===== src/rtl/vga_pkg.sv =====
// 640x480@60 VGA timing constants shared by the timing generator.
package vga_pkg;

  localparam int VGA_BIT         = 10;

  localparam int VGA_H_VISIBLE   = 640;
  localparam int VGA_H_FRONT     = 16;
  localparam int VGA_H_SYNC      = 96;
  localparam int VGA_H_BACK      = 48;
  localparam int VGA_H_TOTAL     = VGA_H_VISIBLE + VGA_H_FRONT
                                 + VGA_H_SYNC + VGA_H_BACK;

  localparam int VGA_V_VISIBLE   = 480;
  localparam int VGA_V_FRONT     = 10;
  localparam int VGA_V_SYNC      = 2;
  localparam int VGA_V_BACK      = 33;
  localparam int VGA_V_TOTAL     = VGA_V_VISIBLE + VGA_V_FRONT
                                 + VGA_V_SYNC + VGA_V_BACK;

  localparam int VGA_TICK_FRAMES = 8;

  localparam logic SYNC_ACTIVE   = 1'b0;

endpackage


===== src/rtl/vga_timing_wrap_counter.sv =====
// Enabled up-counter that wraps from MAX to 0; wrap flags the wrapping cycle.
module wrap_counter #(
  parameter int WIDTH = 10,
  parameter int MAX   = 799
) (
  input  logic             clk,
  input  logic             rst,
  input  logic             en,
  output logic [WIDTH-1:0] count,
  output logic             wrap
);

  localparam logic [WIDTH-1:0] LAST = WIDTH'(MAX);

  assign wrap = en && (count == LAST);

  always_ff @(posedge clk) begin
    if (rst) begin
      count <= '0;
    end else if (wrap) begin
      count <= '0;
    end else if (en) begin
      count <= count + WIDTH'(1);
    end
  end

endmodule


===== src/rtl/vga_timing.sv =====
// Free-running 640x480@60 timing generator with registered, zero-skew decode.
// VGA_TICK_EN adds a game_tick pulse every TICK_FRAMES frames.
module vga_timing
  import vga_pkg::*;
#(
  parameter int BIT         = VGA_BIT,
  parameter int H_VISIBLE   = VGA_H_VISIBLE,
  parameter int H_FRONT     = VGA_H_FRONT,
  parameter int H_SYNC      = VGA_H_SYNC,
  parameter int H_BACK      = VGA_H_BACK,
  parameter int V_VISIBLE   = VGA_V_VISIBLE,
  parameter int V_FRONT     = VGA_V_FRONT,
  parameter int V_SYNC      = VGA_V_SYNC,
  parameter int V_BACK      = VGA_V_BACK,
  parameter int TICK_FRAMES = VGA_TICK_FRAMES
) (
  input  logic           clk,
  input  logic           rst,
  output logic [BIT-1:0] x_pos,
  output logic [BIT-1:0] y_pos,
  output logic           hsync,
  output logic           vsync,
  output logic           display_on,
  output logic           line_start,
  output logic           frame_start,
  output logic           game_tick
);

  localparam int H_TOTAL = H_VISIBLE + H_FRONT + H_SYNC + H_BACK;
  localparam int V_TOTAL = V_VISIBLE + V_FRONT + V_SYNC + V_BACK;

  localparam logic [BIT-1:0] H_VIS  = BIT'(H_VISIBLE);
  localparam logic [BIT-1:0] HS_BEG = BIT'(H_VISIBLE + H_FRONT);
  localparam logic [BIT-1:0] HS_END = BIT'(H_VISIBLE + H_FRONT + H_SYNC);
  localparam logic [BIT-1:0] V_VIS  = BIT'(V_VISIBLE);
  localparam logic [BIT-1:0] VS_BEG = BIT'(V_VISIBLE + V_FRONT);
  localparam logic [BIT-1:0] VS_END = BIT'(V_VISIBLE + V_FRONT + V_SYNC);

  if (TICK_FRAMES < 1 || TICK_FRAMES > 255) begin : g_bad_tick
    $error("vga_timing: TICK_FRAMES must be 1..255");
  end
  if (H_TOTAL > (1 << BIT) || V_TOTAL > (1 << BIT)) begin : g_bad_bit
    $error("vga_timing: BIT too narrow for totals");
  end

  logic           h_wrap;
  logic           v_wrap;
  logic [BIT-1:0] x_nxt;
  logic [BIT-1:0] y_nxt;
  logic           ls_nxt;
  logic           fs_nxt;

  wrap_counter #(
    .WIDTH (BIT),
    .MAX   (H_TOTAL - 1)
  ) u_h_cnt (
    .clk   (clk),
    .rst   (rst),
    .en    (1'b1),
    .count (x_pos),
    .wrap  (h_wrap)
  );

  wrap_counter #(
    .WIDTH (BIT),
    .MAX   (V_TOTAL - 1)
  ) u_v_cnt (
    .clk   (clk),
    .rst   (rst),
    .en    (h_wrap),
    .count (y_pos),
    .wrap  (v_wrap)
  );

  // Decode looks at the values the counters take at this edge, so the
  // registered flags line up with the coordinates they describe.
  always_comb begin
    x_nxt = h_wrap ? '0 : x_pos + BIT'(1);
    y_nxt = y_pos;
    if (v_wrap) begin
      y_nxt = '0;
    end else if (h_wrap) begin
      y_nxt = y_pos + BIT'(1);
    end
    ls_nxt = (x_nxt == '0);
    fs_nxt = ls_nxt && (y_nxt == '0);
  end

  always_ff @(posedge clk) begin
    if (rst) begin
      hsync       <= ~SYNC_ACTIVE;
      vsync       <= ~SYNC_ACTIVE;
      display_on  <= 1'b0;
      line_start  <= 1'b0;
      frame_start <= 1'b0;
    end else begin
      hsync       <= (x_nxt >= HS_BEG && x_nxt < HS_END)
                   ? SYNC_ACTIVE : ~SYNC_ACTIVE;
      vsync       <= (y_nxt >= VS_BEG && y_nxt < VS_END)
                   ? SYNC_ACTIVE : ~SYNC_ACTIVE;
      display_on  <= (x_nxt < H_VIS) && (y_nxt < V_VIS);
      line_start  <= ls_nxt;
      frame_start <= fs_nxt;
    end
  end

`ifdef VGA_TICK_EN
  localparam int TW = $clog2(TICK_FRAMES + 1);

  logic [TW-1:0] tick_count_unused;
  logic          tick_wrap;

  // Counting the upcoming frame_start makes the wrap coincide with it.
  wrap_counter #(
    .WIDTH (TW),
    .MAX   (TICK_FRAMES - 1)
  ) u_tick_cnt (
    .clk   (clk),
    .rst   (rst),
    .en    (fs_nxt),
    .count (tick_count_unused),
    .wrap  (tick_wrap)
  );

  always_ff @(posedge clk) begin
    if (rst) begin
      game_tick <= 1'b0;
    end else begin
      game_tick <= tick_wrap;
    end
  end
`else
  assign game_tick = 1'b0;
`endif

endmodule


===== config.mk =====
export PLATFORM = sky130hd
export DESIGN_NAME = vga_timing
export DESIGN_NICKNAME = d
export VERILOG_FILES = /design/src/rtl/vga_pkg.sv /design/src/rtl/vga_timing_wrap_counter.sv /design/src/rtl/vga_timing.sv
export SDC_FILE = /design/constraint.sdc
export NUM_CORES = 1
export LEC_CHECK = 0
export ABC_AREA = 1
export CORE_ASPECT_RATIO = 1.2
export CORE_MARGIN = 8
export CORE_UTILIZATION = 45
export DETAILED_ROUTE_END_ITERATION = 10
export PLACE_DENSITY = 0.71
export SETUP_SLACK_MARGIN = 0.05
export SYNTH_ARGS = -nofsm -noshare
export SYNTH_HDL_FRONTEND = slang
export SYNTH_SLANG_ARGS = --single-unit

===== constraint.sdc =====
create_clock -name clk -period 2.1 [get_ports clk]
set_input_delay 0.42 -clock clk [delete_from_list [all_inputs] [get_ports clk]]
set_output_delay 0.42 -clock clk [all_outputs]
set_load 0.01 [all_outputs]

# Word-level counts from Yosys, hierarchy flattened
# Index checks and enable logic that the tools add are counted.
[totals]
ff_bits = 25
input_bits = 2
out_inout_bits = 26
[classes]
add_sub_neg = 2
n_lt_le_gt_ge = 6
eq_ne = 2
n_mux = 5
n_reduce_logical = 7
[op_table]
columns = ["operator", "n"]
rows = [
  ["$mux 10", 3],
  ["$add 10x1->10 const B", 2],
  ["$eq 10x10->1 const B", 2],
  ["$logic_not 10->1", 2],
  ["$lt 10x10->1 const B", 2],
  ["$lt 10x9->1 const B", 2],
  ["$ge 10x10->1 const B", 1],
  ["$ge 10x9->1 const B", 1],
  ["$logic_and 1x1->1", 5],
  ["$mux 1", 2],
]

# Logic depth before layout (Yosys ltp)
# Gate-level depths: netlist of run 1.
[logic_depth]
depth_word = 6
ltp_mapped = 13

# Hierarchy
# A second synthesis of run 1 with hierarchy kept.
[unflattened]
hier_cells = 321
hier_area_um2 = 2023.2
[modules_own_cells]
columns = ["mod", "n_inst", "cells_per_inst", "area_per_inst_um2", "seq_area_each_um2"]
rows = [
  ["vga_timing", 1, 158, 877.1, 100.1],
  ["wrap_counter at u_v_cnt", 1, 81, 578.1, 200.2],
  ["wrap_counter at u_h_cnt", 1, 82, 568.0, 200.2],
]

# Worst setup path after synthesis of run 1
# Ideal clock, no wire load.
[synth_path]
path_type = "register to register"
from = "register u_h_cnt.count[0]"
to = "register vsync"
setup_time_ns = 0.124
arrival_ns = 1.542
setup_slack_ns = 0.434
stages_incl_launch_ff = 10
synth_period_minus_slack_ns = 1.666
cell_sequence = "dfxtp_1 -> ha_1 -> nand2_1 -> nor2_4 -> nand3_1 -> nor2_4 -> nand2_2 -> nand3_1 -> and2_1 -> nand3_1"
[synth_between]
elab_chain_len = 6
[synth_lines]
columns = ["item", "line", "rtl"]
rows = [
  ["from (decl)", "vga_timing_wrap_counter.sv:9", "output logic [WIDTH-1:0] count,"],
  ["from (signal assigned)", "vga_timing_wrap_counter.sv:23", "count <= count + WIDTH'(1);"],
  ["$eq 10x10->1 (*)", "vga_timing_wrap_counter.sv:15", "assign wrap = en && (count == LAST);"],
  ["$mux 10 / $logic_and 1x1->1 (equally long branches)", "-", ""],
  ["$mux 10 (*)", "-", ""],
  ["$ge 10x9->1 / $lt 10x9->1 (equally long branches)", "vga_timing.sv:99", "vsync <= (y_nxt >= VS_BEG && y_nxt < VS_END)"],
  ["$logic_and 1x1->1 (*)", "vga_timing.sv:99", ""],
  ["$mux 1 (*)", "vga_timing.sv:100", "? SYNC_ACTIVE : ~SYNC_ACTIVE;"],
  ["to (signal assigned)", "vga_timing.sv:92", "vsync <= ~SYNC_ACTIVE;"],
  ["to (signal assigned)", "vga_timing.sv:99", ""],
  ["to (decl)", "vga_timing.sv:22", "output logic vsync,"],
]
# Mark *: on every way between the ends. The rest lies on a longest branch, timed or not.
# A chain may end at the register's enable or synchronous reset.

# Worst setup path in the final report of run 1
[layout_path]
from = "register u_h_cnt.count[0]"
to = "register frame_start"
[layout_between]
elab_chain_len = 5
[layout_lines]
columns = ["item", "line", "rtl"]
rows = [
  ["parallel branches: the longest is 4 deep, another holds $add 10x1->10", "-", ""],
  ["$logic_and 1x1->1 (*)", "vga_timing.sv:86", "fs_nxt = ls_nxt && (y_nxt == '0);"],
  ["to (signal assigned)", "vga_timing.sv:103", "frame_start <= fs_nxt;"],
  ["to (decl)", "vga_timing.sv:25", "output logic frame_start,"],
]
# Mark *: on every way between the ends.

==> results of run 1 <==
cells by family after synthesis:
kind of cell,after synthesis,share of synthesized area
AND/OR/NAND/NOR,168,0.5097
buffers and inverters,39,0.1077
flip-flops,25,0.3364
AO/OA/AOI/OAI,5,0.01851
adder cells (fa/ha/maj),3,0.02523
other,1,0.002521
worst max-delay path: stages (launching register included):
cell and delay [ns]:
dfxtp_2 0.36, ha_1 0.19, nand2_1 0.11, nor2_4 0.20
nand3_1 0.15, nor2_4 0.15, nand2_2 0.12, nand2_1 0.12
nand2_1 0.06, nor2_1 0.13, nand3_1 0.09, nor2_1 0.08
timing repair:
item / 4_1_cts / 5_1_grt
gates resized for setup: 0 / 2
setup endpoints to repair: 0 / 4
hold buffers: 0 / 0
setup buffers: 0 / 3
layer usage:
metal / global-route usage / vias to the layer above / routed length (µm)
li1: - / 808 / -
met1: 0.1618 / 656 / 1527
met2: 0.2824 / 36 / 2014
met3: 0.02813 / 2 / 194
met4: 0.02464 / 0 / 16
met5: 0 / - / 0
flip-flops by register name, indices dropped and copies added, names as in the netlist:
signal / cells
u_v_cnt.count: 10
frame_start: 1
display_on: 1
u_h_cnt.count: 10
line_start: 1
vsync: 1
hsync: 1
through the flow:
stage	hold WS, ns	utilization	total power [mW]	std cells	setup WS, ns
finish	0.5300	0.5675	0.8091	306	0.2903
global route	0.5648	0.5675	0.8437	306	0.05521
CTS	0.5859	0.5579	0.8197	303	0.1564
detailed placement	0.5571	0.5429	0.5316	299	0.1827
global placement	0.5400	0.5429	0.5312	299	0.2206
floorplan	0.5588	-	0.5138	241	0.4337
path summary, 6_finish.rpt:
kind	cells past startpoint	endpoint	startpoint
setup / recovery	11	frame_start	u_h_cnt.count[0]
hold / removal	3	u_h_cnt.count[0]	u_h_cnt.count[0]
setup reg to reg	11	frame_start	u_h_cnt.count[0]
hold reg to reg	3	u_h_cnt.count[0]	u_h_cnt.count[0]
cells in the final DEF (no fill, tap or decap), types with 4 or more instances in the layout:
cell and n:
buf_4 4, nand3_1 28, o21ai_0 4, nand4_1 8, clkdlybuf4s50_1 26, nor2_1 42, dfxtp_1 24, inv_1 32
nand2_1 71, nand2_2 5, nor3_1 4, nor2_4 4
layout make-up:
class	count	area [µm²]	area share
inverters	33	123.9	0.06712
multi-input cells	177	834.6	0.4522
repair buffers	30	290.3	0.1573
clock buffers	3	41.29	0.02237
flip-flops and latches	25	501.7	0.2719
well taps	37	46.29	0.02508
clock inverters	1	7.507	0.004068
power by group:
part | switching (mW) | total (mW) | internal, mW
combinational | 0.0191 | 0.0359 | 0.0167
sequential | 0.00453 | 0.484 | 0.480
clock | 0.155 | 0.289 | 0.134
==> impl_metrics.env, run 1 <==
export IMPL_rsz0062_at_grt="false"
export IMPL_final_setup_skew_ns=0.002799
export IMPL_leakage_nw=0.7885
export IMPL_grt_max_degree=20
export IMPL_num_nets_final=275
export IMPL_synth_edf_count=0
export IMPL_clk_latency_ns=0.26
export IMPL_fp_dieW_um=68.49
export IMPL_layout_drive_gt1_share=0.07807
export IMPL_finalCriticalPeriod_ns=1.810
export IMPL_avgSynthCellArea_um2=6.173
export IMPL_drt_total_wl_um=3752
export IMPL_ys_ff_latch=25
export IMPL_fin_area_um2=1846
export IMPL_die_area_um2=5409
export IMPL_clkTransAtPathRegs_ns=0.09
export IMPL_synthTopCellsByCount="nand2_1, nor2_1, inv_1, nand3_1, dfxtp_1"
export IMPL_rows=23
export IMPL_powerDensity_nw_per_um2=438.4
export IMPL_vias=1502
export IMPL_wl_per_cell_um=12.26
export IMPL_crit_arrival_ns=2.02
export IMPL_synth_top_cell_area_share=0.3364
export IMPL_hold_viol=0
export IMPL_drt_iter0_drc=74
export IMPL_fmax_ghz=0.5526
export IMPL_synth_most_common_cell="nand2_1"
export IMPL_place_area_um2=1765
export IMPL_dpl_hpwl_um=2899
export IMPL_drc=0
export IMPL_syn_to_final_growth_pct=24.05
export IMPL_tns_ns=0
export IMPL_status="complete, no violations"
export IMPL_syn_cell_area_um2=1488
export IMPL_dieHeight_um=78.99
export IMPL_r2r_slack_ns=0.29
export IMPL_portBuffers=26
export IMPL_crit_fanout=7
export IMPL_synth_cell_types=22
export IMPL_synthCells=241
export IMPL_setup_viol=0
export IMPL_grt_ovfl_total=0
export IMPL_worstSetupStartpointType="flop"
export IMPL_ys_top_cells_by_area="dfxtp_1, nand2_1, nor2_1"
export IMPL_antenna_found_initial=0
export IMPL_cap_viol_max_count=0
export IMPL_ys_async_sr_fraction=0
export IMPL_root_buffer="clkbuf_8"
export IMPL_numCtsBuffers=3
export IMPL_fill_cells=312
export IMPL_endpoint_kind="flop"
export IMPL_antenna_left=0
export IMPL_grt_total_usage=0.1484
export IMPL_drt_first_pass_iters=5
export IMPL_fin_crit_sh=0.8618
export IMPL_htree_levels=1
export IMPL_cp_data_required_time_ns=2.31
export IMPL_grt_pass1_wl_um=6486
export IMPL_start_util=0.4575
export IMPL_hp_class="reg2reg"
export IMPL_grt_pass1_vias=1462
export IMPL_core_area_um2=3252
export IMPL_pin_count=28
export IMPL_yosysSeqAreaShare=0.3364
export IMPL_drv_slew=0
export IMPL_cts_tree="done"
export IMPL_crit_type="reg2reg"
export IMPL_gp_congestion=0.8844
export IMPL_via_per_inst=4.908
export IMPL_diodes=0
export IMPL_cts_buffer_depth=2
export IMPL_synth_top_flop_cell="dfxtp_1"
export IMPL_cts_sinks=25
export IMPL_ys_warn_count=0
export IMPL_synthesis_nets=246
export IMPL_synth_area_leader_cell="dfxtp_1"
export IMPL_vdd_drop_max_v=0.0004123
No activity file was read; power rests on OpenSTA's default activity.
==> run 2: changes to the inputs <==
- ABC_AREA: 1 -> not set
- GPL_ROUTABILITY_DRIVEN: not set -> 0
- SKIP_LAST_GASP: not set -> 1
==> impl_metrics.env, run 2 <==
export IMPL_cts_sinks=25
export IMPL_dieHeight_um=78.64
export IMPL_status="complete, no violations"
export IMPL_synth_top_cell_area_share=0.3401
export IMPL_fin_crit_sh=0.9802
export IMPL_grt_pass1_vias=1441
export IMPL_rsz0062_at_grt="true"
export IMPL_cts_buffer_depth=2
export IMPL_synth_edf_count=0
export IMPL_synth_area_leader_cell="dfxtp_1"
export IMPL_endpoint_kind="flop"
export IMPL_htree_levels=1
export IMPL_crit_type="reg2reg"
export IMPL_drt_total_wl_um=4121
export IMPL_cts_tree="done"
export IMPL_drv_slew=0
export IMPL_rows=22
export IMPL_crit_chain="or4b_4 -> nor3_4 -> o21ai_2 -> a221oi_2 -> nand4_1 -> nor3_2"
export IMPL_portBuffers=26
export IMPL_avgSynthCellArea_um2=8.313
export IMPL_layout_common_cells="clkdlybuf4s50_1, nor2_1, dfxtp_1"
export IMPL_diodes=0
export IMPL_synthCells=177
export IMPL_cp_data_required_time_ns=2.36
export IMPL_grt_ovfl_total=0
export IMPL_worstSetupStartpointType="flop"
export IMPL_die_area_um2=5363
export IMPL_syn_cell_area_um2=1471
export IMPL_core_area_um2=3083
export IMPL_cpMaxStageDelayCell="or4b_4"
export IMPL_max_slew_margin=0.6688
export IMPL_yosysSeqAreaShare=0.3401
export IMPL_tns_ns=0
export IMPL_start_util=0.4773
export IMPL_grt_pass1_wl_um=6589
export IMPL_pin_count=28
export IMPL_fmax_ghz=0.4858
export IMPL_path_delay_family="simple AND/OR/NAND/NOR gates"
export IMPL_drc=0
export IMPL_grt_total_usage=0.1522
export IMPL_setup_viol=0
export IMPL_layout_commonest_cell="clkdlybuf4s50_1"
export IMPL_clk_latency_ns=0.32
export IMPL_drt_iter0_drc=99
export IMPL_ys_top_cells_by_area="dfxtp_1, nor2_1, xnor2_1"
export IMPL_cts_hold_buf=0
export IMPL_num_nets_final=221
export IMPL_fp_dieW_um=68.20
export IMPL_numCtsBuffers=3
export IMPL_hold_viol=0
export IMPL_synth_most_common_cell="dfxtp_1"
export IMPL_antenna_found_initial=0
export IMPL_synthesis_nets=182
export IMPL_synth_top_flop_cell="dfxtp_1"
export IMPL_ys_ff_latch=25
export IMPL_vdd_drop_max_v=0.0003479
export IMPL_final_setup_skew_ns=0.008278
export IMPL_ys_async_sr_fraction=0
export IMPL_layout_drive_gt1_share=0.2419
export IMPL_ys_warn_count=0
export IMPL_cpPeakStageDelay_ns=0.56
export IMPL_crit_fanout=3
export IMPL_wl_per_cell_um=16.42
export IMPL_path_buf_inv=0
export IMPL_tightest_slew_ns=0.4931
export IMPL_antenna_left=0
export IMPL_powerDensity_nw_per_um2=401.6
export IMPL_fill_cells=262
export IMPL_via_per_inst=5.968
export IMPL_finalCriticalPeriod_ns=2.058
export IMPL_vias=1498
export IMPL_crit_arrival_ns=2.32
export IMPL_hp_class="reg2reg"
export IMPL_syn_to_final_growth_pct=32.48
export IMPL_dpl_hpwl_um=3068
export IMPL_grt_max_degree=22
export IMPL_clkTransAtPathRegs_ns=0.14
export IMPL_synth_cell_types=51
export IMPL_synthTopCellsByCount="dfxtp_1, nor2_1, nand3_1, nand2_1, nor3_1"
export IMPL_reg_top3="u_h_cnt.count x10, u_v_cnt.count x10"
export IMPL_root_buffer="clkbuf_4"
export IMPL_final_core_util=0.6323
export IMPL_leakage_nw=0.7025
export IMPL_drt_first_pass_iters=4
export IMPL_cap_viol_max_count=0
run 2: changes by cell type after synthesis, sizes merged, moves of 8 or more:
cell / change
a21oi: +9
inv: -29
nand2: -66
xnor2: +9
nor2: -24
nor3: +8
nand3: -18
run 2: power by group:
group	switching (mW)	leakage [nW]	internal, mW
Combinational	0.0372	0.484	0.0350
Sequential	0.00675	0.204	0.482
Clock	0.149	0.0139	0.0727
run 2: final cells by class:
type / instances / area, µm² / area share
multi-input combinational: 134 / 928.4 / 0.4763
sequential: 25 / 505.5 / 0.2593
timing repair buffer: 47 / 421.7 / 0.2163
tap: 36 / 45.04 / 0.02311
clock buffer: 3 / 22.52 / 0.01155
inverter: 5 / 18.77 / 0.009628
clock inverter: 1 / 7.507 / 0.003851
run 2: tightest hold or removal path: cells and delay by family (launching register included):
kind                   cells  cell delay [ns]
buffers and inverters      1             0.13
flip-flops                 1             0.36
AND/OR/NAND/NOR            1             0.05
run 2: timing repair:
item / CTS / global route
endpoints found under the hold margin: 0 / 0
pin swaps: 2 / 9
setup buffers: 1 / 4
resized for setup: 2 / 13
endpoints found under the setup margin: 3 / 5
run 2: through the flow:
| step | setup slack [ns] | hold WS (ns) | cells | instance area (µm²) | power (mW) |
|---|---|---|---|---|---|
| 4_1_cts | 0.03649 | 0.5552 | 248 | 1881 | 0.7930 |
| 3_3_place_gp | 0.09099 | 0.5272 | 243 | 1833 | 0.5695 |
| 6_report | 0.04162 | 0.5516 | 251 | 1949 | 0.7828 |
| 2_1_floorplan | 0.05599 | 0.4874 | 177 | 1481 | 0.5368 |
| 3_5_place_dp | 0.04675 | 0.5359 | 243 | 1833 | 0.5710 |
| 5_1_grt | -0.08508 | 0.5779 | 251 | 1949 | 0.8157 |
run 2: per-layer routing:
metal  track usage  up-vias  routed length [µm]
met5             0        -                   0
met3       0.02983       12                 286
met2        0.2747       58                2078
met4       0.04723        0                 121
li1              -      716                   -
met1        0.1702      712                1634
run 2: cell families (layout without fill, tap and decap cells):
kind of cell	Yosys count	in the layout	share of synthesized area
compound gates	32	32	0.1531
xor+xnor	12	12	0.07143
fa+ha+maj	3	3	0.02551
buf+inv	18	56	0.06802
flops	25	25	0.3401
other cells	1	1	0.002549
simple gates	86	86	0.3393
run 2: final timing paths:
check | from | endpoint | slack, ns | cells past startpoint
max reg2reg | u_h_cnt.count[6] | frame_start | 0.04 | 6
min | u_h_cnt.count[0] | u_h_cnt.count[0] | 0.55 | 2
max | u_h_cnt.count[6] | frame_start | 0.04 | 6
min reg2reg | u_h_cnt.count[0] | u_h_cnt.count[0] | 0.55 | 2
==> run 3: changes to the inputs <==
- CORE_UTILIZATION: 45 -> 51
- PLACE_DENSITY: 0.71 -> 0.79
==> impl_metrics.env, run 3 (same netlist as run 2, synthesis figures left out) <==
export IMPL_status="complete, no violations"
export IMPL_root_buffer="clkbuf_4"
export IMPL_crit_fanout=9
export IMPL_start_util=0.5333
export IMPL_wl_per_cell_um=17.32
export IMPL_pin_count=28
export IMPL_powerDensity_nw_per_um2=394.9
export IMPL_layout_common_cells="clkdlybuf4s50_1, nor2_1, dfxtp_1, buf_4, nand3_1"
export IMPL_rows=21
export IMPL_cts_sinks=25
export IMPL_die_area_um2=4867
export IMPL_crit_type="reg2reg"
export IMPL_reg_top3="u_h_cnt.count x10, u_v_cnt.count x10"
export IMPL_final_setup_skew_ns=0.003531
export IMPL_cp_data_required_time_ns=2.32
export IMPL_drt_iter0_drc=109
export IMPL_fill_cells=220
export IMPL_vias=1482
export IMPL_drv_slew=0
export IMPL_diodes=0
export IMPL_setup_slack_ns=0.1298
export IMPL_fp_dieW_um=65.04
export IMPL_dieHeight_um=74.84
export IMPL_num_nets_final=218
export IMPL_cap_viol_max_count=0
export IMPL_clk_latency_ns=0.32
export IMPL_numCtsBuffers=3
export IMPL_dp_worst_setup_slack_ns=0.003072
export IMPL_cpPeakStageDelay_ns=0.50
export IMPL_drc=0
export IMPL_htree_levels=1
export IMPL_cts_tree="done"
export IMPL_tightest_slew_ns=0.5115
export IMPL_drt_total_wl_um=4260
export IMPL_final_core_util=0.7166
export IMPL_max_slew_margin=0.6564
export IMPL_portBuffers=26
export IMPL_grt_pass1_wl_um=6734
export IMPL_tns_ns=0
export IMPL_crit_arrival_ns=2.19
export IMPL_worstSetupStartpointType="flop"
export IMPL_endpoint_kind="flop"
export IMPL_leakage_nw=0.7432
export IMPL_syn_to_final_growth_pct=34.35
export IMPL_vdd_drop_max_v=0.0004205
export IMPL_grt_ovfl_total=0
export IMPL_dpl_hpwl_um=2969
export IMPL_power_total_uw=780.7
export IMPL_layout_commonest_cell="clkdlybuf4s50_1"
export IMPL_fin_crit_sh=0.9382
export IMPL_rsz0062_at_grt="false"
export IMPL_layout_drive_gt1_share=0.2594
export IMPL_via_per_inst=6.024
export IMPL_finalCriticalPeriod_ns=1.970
export IMPL_setup_viol=0
export IMPL_core_area_um2=2759
export IMPL_crit_chain="and3_1 -> nand3_1 -> o41a_1 -> nor4_4 -> nand4_1"
export IMPL_drt_first_pass_iters=4
export IMPL_hp_class="reg2reg"
export IMPL_hold_viol=0
export IMPL_grt_total_usage=0.1721
export IMPL_cts_buffer_depth=2
export IMPL_clkTransAtPathRegs_ns=0.14
export IMPL_antenna_left=0
export IMPL_cpMaxStageDelayCell="dfxtp_1"
export IMPL_fmax_ghz=0.5076
export IMPL_antenna_found_initial=0
export IMPL_grt_max_degree=22
export IMPL_grt_pass1_vias=1452
==> run 3: cell types whose count changed in the layout (fill, tap and decap cells not counted), moves of 3 or more <==
cell,before,now
nor4_4,0,3
dfxtp_2,4,8
nor4_2,3,0
buf_4,20,17
dfxtp_1,21,17
xnor2_1,9,6
xnor2_2,0,3
==> run 3: area by class of cell <==
class | instances | area (µm²) | share of cell area
clock buffer | 3 | 22.52 | 0.01139
clock inverter | 1 | 5.005 | 0.002532
inverter | 5 | 22.52 | 0.01139
multi-input combinational | 134 | 974.7 | 0.4930
sequential | 25 | 510.5 | 0.2582
tap | 34 | 42.54 | 0.02152
timing repair buffer | 44 | 399.1 | 0.2019
==> run 3: power by group <==
group | internal (mW) | switching (mW)
clock | 0.0715 | 0.147
sequential | 0.483 | 0.0102
combinational | 0.0344 | 0.0343
total | 0.589 | 0.192
==> run 3: metal layers <==
| layer | vias to the layer above | wire length [µm] | share of wire | global-route usage |
|---|---|---|---|---|
| met5 | - | 0 | 0 | 0 |
| met2 | 53 | 2240 | 0.53 | 0.3230 |
| li1 | 707 | - | - | - |
| met3 | 13 | 268 | 0.063 | 0.03571 |
| met4 | 0 | 112 | 0.026 | 0.06796 |
| met1 | 709 | 1638 | 0.38 | 0.1838 |
==> run 3: critical path, delay by kind of cell (launching register included) <==
| family | cells | cell delay (ns) |
|---|---|---|
| AO/OA/AOI/OAI | 1 | 0.47 |
| flip-flops | 1 | 0.50 |
| AND/OR/NAND/NOR | 4 | 0.89 |
==> run 3: final timing paths <==
| path | startpoint | end | slack, ns | depth (start not counted) |
|---|---|---|---|---|
| min reg2reg | u_h_cnt.count[0] | u_h_cnt.count[0] | 0.59 | 2 |
| max | u_v_cnt.count[4] | vsync | 0.13 | 5 |
| max reg2reg | u_v_cnt.count[4] | vsync | 0.13 | 5 |
| min | u_h_cnt.count[0] | u_h_cnt.count[0] | 0.59 | 2 |
==> run 3: timing repair <==
action,4_1_cts,5_1_grt
gates resized for setup,3,22
buffers inserted,3,1
pin swaps,1,5
gates cloned,0,0
hold buffers,0,0
endpoints found under the setup margin,3,5
==> run 3: through the flow <==
stage | instance area [µm²] | std cells | hold WS [ns]
after floorplan | 1481 | 177 | 0.4874
after global placement | 1808 | 238 | 0.5273
after detailed placement | 1808 | 238 | 0.5348
after CTS | 1877 | 245 | 0.5552
after global routing | 1977 | 246 | 0.6128
final | 1977 | 246 | 0.5906
